### src/rtl/bcd_to_decimal_decoder_if.sv
// Handshake bundle for the BCD decoder: input digit stream and decoded output stream.
// The producer/consumer side uses master; the decoder uses slave.
interface bcd_to_decimal_decoder_if #(
    parameter int unsigned ERR_W = 8
) ();
    logic             in_valid;
    logic             in_ready;
    logic [3:0]       bcd;
    logic             out_valid;
    logic             out_ready;
    logic [9:0]       dec;
    logic             out_err;
    logic [ERR_W-1:0] err_count;

    modport master (
        output in_valid, bcd, out_ready,
        input  in_ready, out_valid, dec, out_err, err_count
    );

    modport slave (
        input  in_valid, bcd, out_ready,
        output in_ready, out_valid, dec, out_err, err_count
    );
endinterface

### src/rtl/bcd_to_decimal_decoder.sv
// BCD to one-hot decimal decoder with a 2-entry output FIFO and a saturating
// counter of accepted invalid codes (1010-1111).
module bcd_to_decimal_decoder #(
    parameter int unsigned ERR_W = 8
) (
    input  logic                   clk,
    input  logic                   rst_n,
    input  logic                   clr,
    bcd_to_decimal_decoder_if.slave bus
);
    localparam int unsigned DEPTH = 2;
    localparam int unsigned DEC_W = 10;
    localparam logic [ERR_W-1:0] ERR_MAX = '1;

    typedef struct packed {
        logic             err;
        logic [DEC_W-1:0] dec;
    } entry_t;

    typedef enum logic [1:0] {
        EMPTY = 2'd0,
        ONE   = 2'd1,
        FULL  = 2'd2
    } state_t;

    state_t           state;
    entry_t           slot [DEPTH];
    logic             ready_q;
    logic             valid_q;
    logic [ERR_W-1:0] err_q;

    logic             accept_c;
    logic             pop_c;
    entry_t           in_entry_c;

    function automatic entry_t decode(input logic [3:0] code);
        entry_t e;
        e.err = (code > 4'd9);
        e.dec = e.err ? '0 : (DEC_W'(1) << code);
        return e;
    endfunction

    // Handshakes are qualified by registered flags only, so in_ready never follows out_ready.
    assign accept_c   = bus.in_valid && ready_q && !clr;
    assign pop_c      = valid_q && bus.out_ready;
    assign in_entry_c = decode(bus.bcd);

    // slot[0] is the head and drives the outputs directly; it is zeroed whenever empty.
    always_ff @(posedge clk or negedge rst_n) begin
        if (!rst_n) begin
            state   <= EMPTY;
            slot[0] <= '0;
            slot[1] <= '0;
            ready_q <= 1'b1;
            valid_q <= 1'b0;
            err_q   <= '0;
        end else if (clr) begin
            state   <= EMPTY;
            slot[0] <= '0;
            slot[1] <= '0;
            ready_q <= 1'b1;
            valid_q <= 1'b0;
            err_q   <= '0;
        end else begin
            case (state)
                EMPTY: begin
                    if (accept_c) begin
                        slot[0] <= in_entry_c;
                        state   <= ONE;
                        valid_q <= 1'b1;
                        ready_q <= 1'b1;
                    end
                end
                ONE: begin
                    case ({accept_c, pop_c})
                        2'b10: begin
                            slot[1] <= in_entry_c;
                            state   <= FULL;
                            ready_q <= 1'b0;
                        end
                        2'b01: begin
                            slot[0] <= '0;
                            state   <= EMPTY;
                            valid_q <= 1'b0;
                        end
                        2'b11: begin
                            slot[0] <= in_entry_c;
                        end
                        default: begin
                        end
                    endcase
                end
                FULL: begin
                    if (pop_c) begin
                        slot[0] <= slot[1];
                        slot[1] <= '0;
                        state   <= ONE;
                        ready_q <= 1'b1;
                    end
                end
                default: begin
                    state   <= EMPTY;
                    slot[0] <= '0;
                    slot[1] <= '0;
                    ready_q <= 1'b1;
                    valid_q <= 1'b0;
                end
            endcase

            // Saturating count; holds at all-ones rather than wrapping.
            if (accept_c && in_entry_c.err && (err_q != ERR_MAX)) begin
                err_q <= err_q + ERR_W'(1);
            end
        end
    end

    assign bus.in_ready  = ready_q;
    assign bus.out_valid = valid_q;
    assign bus.dec       = slot[0].dec;
    assign bus.out_err   = slot[0].err;
    assign bus.err_count = err_q;

endmodule

### src/flat_wrapper.sv
// flat-port wrapper written by rule: the top's interface ports become plain ports
module bcd_to_decimal_decoder_flat 
#(
    parameter int unsigned ERR_W = 8
)
  (clk, rst_n, clr, bus_in_valid, bus_bcd, bus_out_ready, bus_in_ready, bus_out_valid, bus_dec, bus_out_err, bus_err_count);
  bcd_to_decimal_decoder_if #(.ERR_W(ERR_W)) bus_i ();
  input  logic clk;
  input  logic rst_n;
  input  logic clr;
  input wire logic [$bits(bus_i.in_valid)-1:0] bus_in_valid;
  input wire logic [$bits(bus_i.bcd)-1:0] bus_bcd;
  input wire logic [$bits(bus_i.out_ready)-1:0] bus_out_ready;
  output wire logic [$bits(bus_i.in_ready)-1:0] bus_in_ready;
  output wire logic [$bits(bus_i.out_valid)-1:0] bus_out_valid;
  output wire logic [$bits(bus_i.dec)-1:0] bus_dec;
  output wire logic [$bits(bus_i.out_err)-1:0] bus_out_err;
  output wire logic [$bits(bus_i.err_count)-1:0] bus_err_count;
  assign bus_i.in_valid = bus_in_valid;
  assign bus_i.bcd = bus_bcd;
  assign bus_i.out_ready = bus_out_ready;
  assign bus_in_ready = bus_i.in_ready;
  assign bus_out_valid = bus_i.out_valid;
  assign bus_dec = bus_i.dec;
  assign bus_out_err = bus_i.out_err;
  assign bus_err_count = bus_i.err_count;
  bcd_to_decimal_decoder #(.ERR_W(ERR_W)) u_core (.clk(clk), .rst_n(rst_n), .clr(clr), .bus(bus_i));
endmodule
### config.mk
export PLATFORM = sky130hd
export DESIGN_NAME = bcd_to_decimal_decoder_flat
export DESIGN_NICKNAME = d
export VERILOG_FILES = /design/src/rtl/bcd_to_decimal_decoder_if.sv /design/src/rtl/bcd_to_decimal_decoder.sv /design/src/flat_wrapper.sv
export SDC_FILE = /design/constraint.sdc
export NUM_CORES = 1
export LEC_CHECK = 0
export ABC_AREA = 1
export ABC_CLOCK_PERIOD_IN_PS = 1400
export CAP_MARGIN = 10
export CORE_MARGIN = 2
export CORE_UTILIZATION = 40
export DETAILED_ROUTE_END_ITERATION = 16
export DONT_BUFFER_PORTS = 1
export HOLD_SLACK_MARGIN = 0.06
export PLACE_DENSITY_LB_ADDON = 0.05
export SYNTH_ARGS = -nofsm -noshare
export SYNTH_HDL_FRONTEND = slang
export SYNTH_SLANG_ARGS = --single-unit
### constraint.sdc
create_clock -name clk -period 1.4 [get_ports clk]
set_input_delay 0.28 -clock clk [delete_from_list [all_inputs] [get_ports clk]]
set_output_delay 0.28 -clock clk [all_outputs]
set_load 0.01 [all_outputs]
# --- Word level (Yosys, flattened, before mapping) ---
# Cells that the tools add are included.
op_classes:
  n_addsub: 1
  magnitude_cmp: 1
  n_eq_ne: 14
  shift: 1
  mux: 23
  n_reduce_logical: 13
ops:
  columns: ["op", "n"]
  rows:
  - ["11-bit one-hot mux with 3 select lines", 2]
  - ["22-bit two-way mux", 2]
  - ["11-bit two-way mux", 2]
  - ["11-bit one-hot mux with 2 select lines", 1]
  - ["8-bit two-way mux", 2]
  - ["3-bit AND reduction", 5]
  - ["10-bit two-way mux", 1]
  - ["1-bit by 4-bit << shifter with 10-bit output (first input constant)", 1]
  - ["8-bit by 1-bit adder with 8-bit output (second input constant)", 1]
  - ["4-bit inequality test (second input constant)", 2]
  - ["8-bit inequality test (second input constant)", 1]
  - ["2-bit equality test (second input constant)", 3]
  - ["1-bit two-way mux", 6]
  - ["2-bit two-way mux", 3]
  - ["3-bit by 2-bit inequality test with 1-bit output (second input constant)", 2]
  - ["3-bit inequality test (second input constant)", 2]
  - ["1-bit one-hot mux with 3 select lines", 2]
  - ["2-bit one-hot mux with 3 select lines", 1]
  - ["1-bit logical AND", 5]
  - ["2-bit by 1-bit equality test with 1-bit output (second input constant)", 2]
  - ["4-bit > comparator (second input constant)", 1]
  - ["2-bit inequality test (second input constant)", 2]
  - ["2-bit one-hot mux with 2 select lines", 1]
  - ["2-bit zero test", 1]
  - ["other kinds (2)", 2]
word_totals:
  regBits: 34
  inputBits: 9
  output_inout_bits: 21
  wordCells: 61

# --- Longest topological paths before layout ---
logic_depth:
  word_depth: 6
  depth_mapped: 9
  ltp_nobuf: 8

# --- Least setup slack after synthesis ---
# No wires, ideal clock.
synth_timing:
  kind: "register to register"
  from: "reg u_core.ready_q (netlist: u_core.bus.in_ready)"
  to: "reg u_core.slot[4] (netlist bit)"
  setup_ns: 0.117
  arrival_ns: 1.261
  required_ns: 1.283
  path_slack_ns: 0.022
  path_stages_with_launch: 9
  path_buffers: 1
  synth_period_minus_slack_ns: 1.378
  path_cell_list: "dfstp_2 -> nand2_2 -> nor2_2 -> nand2_2 -> nand2_2 -> nand2_2 -> buf_6 -> nand2_2 -> o21ai_2"
synth_via:
  elab_chain_cells: 5
synth_lines:
  columns: ["item", "line_no", "source"]
  rows:
  - ["from (decl)", "bcd_to_decimal_decoder.sv:28", "logic ready_q;"]
  - ["from (signal assigned)", "bcd_to_decimal_decoder.sv:54", "ready_q <= 1'b1;"]
  - ["from (signal assigned)", "bcd_to_decimal_decoder.sv:61", "ready_q <= 1'b1;"]
  - ["from (signal assigned)", "bcd_to_decimal_decoder.sv:71", "ready_q <= 1'b1;"]
  - ["1-bit logical AND (2 in a row)", "bcd_to_decimal_decoder.sv:44", "assign accept_c = bus.in_valid && ready_q && !clr;"]
  - ["2-bit equality test", "bcd_to_decimal_decoder.sv:75", "case ({accept_c, pop_c})"]
  - ["3-bit inequality test (no source line)", null, null]
  - ["3-bit AND reduction (no source line)", null, null]
  - ["to (decl)", "bcd_to_decimal_decoder.sv:27", "entry_t slot [DEPTH];"]
# Every way passes these cells.
# A chain may end at the register's enable or synchronous reset.

# --- Final worst setup path ---
layout_timing:
  from: "reg u_core.ready_q (netlist: u_core.bus.in_ready)"
  to: "reg u_core.err_q[6] (netlist: u_core.bus.err_count[6])"
layout_via:
  elab_chain_cells: 5
layout_lines:
  columns: ["item", "line_no", "source"]
  rows:
  - ["1-bit logical AND (2 in a row)", "bcd_to_decimal_decoder.sv:44", null]
  - ["1-bit logical AND (2 in a row)", "bcd_to_decimal_decoder.sv:111", "if (accept_c && in_entry_c.err && (err_q != ERR_MAX)) begin"]
  - ["2-bit nonzero test (no source line)", null, null]
  - ["to (signal assigned)", "bcd_to_decimal_decoder.sv:112", "err_q <= err_q + ERR_W'(1);"]
  - ["to (decl)", "bcd_to_decimal_decoder.sv:30", "logic [ERR_W-1:0] err_q;"]
# Every way passes these cells.

==> results.md <==
- Outcome: finished clean
- Die X: 78.4 um
- Cell variety after synth: 24
- Tightest Hold Check Type: input pin to register
- First-pass GRT wire length: 8630 um
- Clock Sinks: 34
- Total power: 2.85 mW
- Initial antenna violation count: 0
- Crit path DAT: between 1500 and 2000 ps
- Worst r2r src: u_core.bus.in_ready
- Yosys warnings: 0
- Routed vias/inst: around 4.8
- Port Buffers: 0
- Area grow syn2layout: 15.0%
- Drt drc: 0
- Total track usage: 0.181
- Setup crit start kind: register
- Most common cell after layout, fill and taps aside: nand2_1
- Crit Path Class: register to register
- Final setup fails: 0
- Period utilization: 0.970
- RD Place Congestion: 0.869
- Reg2reg end: u_core.bus.err_count[6]
- Reg2Reg Setup Slack: 40 ps
- Tmin final: 1360 ps
- Final hold violations: 0
- Pin count of the biggest net entering global routing: 35
- Max-cap violation count: 0
- Top Ports: 30
- CTS tree: built
- Die ar.: 6140 sq um
- Register clock-pin slew on the reported worst setup and hold paths: 80 ps
- Leak pwr: 1.29 nW
- Core Area: 5440 sq um
- Number of vias in the routed layout: 1766
- Area after DPL: around 2400 sq um
- Fmax: between 700 and 800 MHz
- Min Hold Slack: 136 ps
- FF+latch count, synth: 34
- WP data required: 1580 ps
- DR WL/cell: 13.5 um
- RSZ-0062 raised after global routing: yes
- Power Density: 1120 nW/um^2
- Final WL: 5010 um
- Detailed-placement wirelength estimate: 3610 um
- WHS Endpoint: u_core.bus.err_count[4]
- Commonest non-fill, non-tap cells in the layout: nand2_1 (107), dfrtp_1 (32), nand3_2 (22)
- CTS root buffer: clkbuf_8
- CTS Buffer Depth: 2
- Mapped Area: roughly 2200 sq um
- Net count after synthesis: 296
- Drt pass-1 iters: 5
- Rows: 27
- Finished Layout Cells: 371
- Syn_area_per_cell: 7.74 sq um
- Worst setup EP type: register
- GRT Residual Overflow: 0
- Num CTS Buffers: 5
- Worst VDD drop: 560 uV
- Final net count: 308
- Starting Density: 0.407
- Critical-path maximum fanout: 4
- Final setup skew: approximately 8.2 ps
- Hold Path Cell Cnt: 3
- N_diodes: 0
- Layout cells sized above 1: 0.328
- Insertion delay to the later sink of the worst-skew pair: a little under 300 ps
- Min-delay src: clr
- Vias in the first global route: approximately 1.8k
- Slew Viols, Final: 0
- Synthesized instance count: 286
- Placed cells: 361
- Relative slew slack: 0.814
- Post-CTS Setup Repair Bufs: 0
- Detail Route Antenna Nets: 0
- Worst slew pin tran: 278 ps
- Worst-case reg-to-reg path depth: 8
- Cell area after layout: 2540 sq um
- Starting DRT DRC Count: roughly 110
- Register area share after synthesis: 0.385
- Die Y: between 70 and 80 um
- H-Tree Depth: 2
==> critical path: stages, from the launching register on <==
cell and delay, ps:
dfstp_2 540, nand2_2 70, nor2_4 120, nand2_2 100
nor2_4 130, nor2_2 50, buf_4 140, nand2_1 50
nand2_1 60
==> repair_timing <==
action                     in CTS  in global routing
gates resized for setup         1                  5
hold endpoints to repair       34                  0
pin swaps                       0                  1
setup endpoints to repair       2                 15
hold buffers                    2                  0
==> worst max path at each step <==
stage | start | to | cells after the start
3_3_place_gp | u_core.bus.in_ready | u_core.bus.err_count[5] | 8
2_1_floorplan | u_core.bus.in_ready | u_core.slot[4] | 8
5_1_grt | u_core.bus.in_ready | u_core.bus.dec[5] | 8
6_report | u_core.bus.in_ready | u_core.bus.err_count[6] | 8
3_5_place_dp | u_core.bus.in_ready | u_core.bus.err_count[6] | 8
4_1_cts | u_core.bus.in_ready | u_core.bus.err_count[6] | 8
==> per-stage QoR <==
step / utilization / setup TNS, ps / worst slack [ps]
finish: 0.468 / 0 / 41.6
CTS: 0.466 / 0 / 32.9
global placement: 0.434 / 0 / 33.6
detailed placement: 0.434 / 0 / 16.4
floorplan: - / 0 / 22.4
global route: 0.468 / -198 / -28.0
==> cell families after synthesis <==
group | after synthesis | synth area share
AOI/OAI and AO/OA | 20 | 0.0656
xor gates and xnor gates | 2 | 0.00792
adders and majority gates | 1 | 0.00565
buffers and inverters | 37 | 0.0978
DFF | 34 | 0.385
and+or+nand+nor | 192 | 0.438
==> sequential cells by signal (all words and copies together) (netlist names) <==
name,cells
u_core.slot,11
u_core.bus.out_err,1
u_core.bus.err_count,8
u_core.bus.dec,10
u_core.bus.out_valid,1
u_core.bus.in_ready,1
u_core.state,2
==> final cells by class <==
type	count	area, sq um
fill	541	2890
multi-input combinational	215	1160
sequential	34	853
timing repair buffer	25	240
tap	72	90.1
clock buffer	5	68.8
clock inverter	3	68.8
inverter	17	63.8
==> where the power goes <==
part,total [mW],switching [mW],internal (mW)
clock,1.12,0.402,0.714
sequential,1.08,0.0530,1.03
combinational,0.645,0.419,0.225
==> synthesized netlist by cell type <==
library cell / n / share of area
o21ai_1: 3 / 0.0068
nand2_2: 14 / 0.040
inv_1: 15 / 0.025
nand3_1: 10 / 0.023
o22ai_1: 1 / 0.0028
buf_4: 11 / 0.037
buf_2: 5 / 0.011
dfrtp_1: 33 / 0.37
o21ai_2: 11 / 0.044
nand3_4: 1 / 0.0079
inv_2: 2 / 0.0034
nor2_4: 2 / 0.010
ha_1: 1 / 0.0057
xor2_1: 2 / 0.0079
nor2_2: 7 / 0.020
dfstp_2: 1 / 0.012
nor2_1: 20 / 0.034
o21ai_0: 4 / 0.0090
nand2_1: 109 / 0.18
nand3_2: 22 / 0.099
nand4_1: 6 / 0.017
or2_2: 1 / 0.0028
o21bai_1: 1 / 0.0034
buf_6: 4 / 0.020
==> metal layers <==
metal	wire [um]	vias to the layer above	GRT usage
met4	56	0	0.0526
met3	239	5	0.0540
met1	2200	806	0.214
met2	2510	36	0.316
met5	0	-	0
li1	-	919	-
Power figures use the tool's default switching activity.
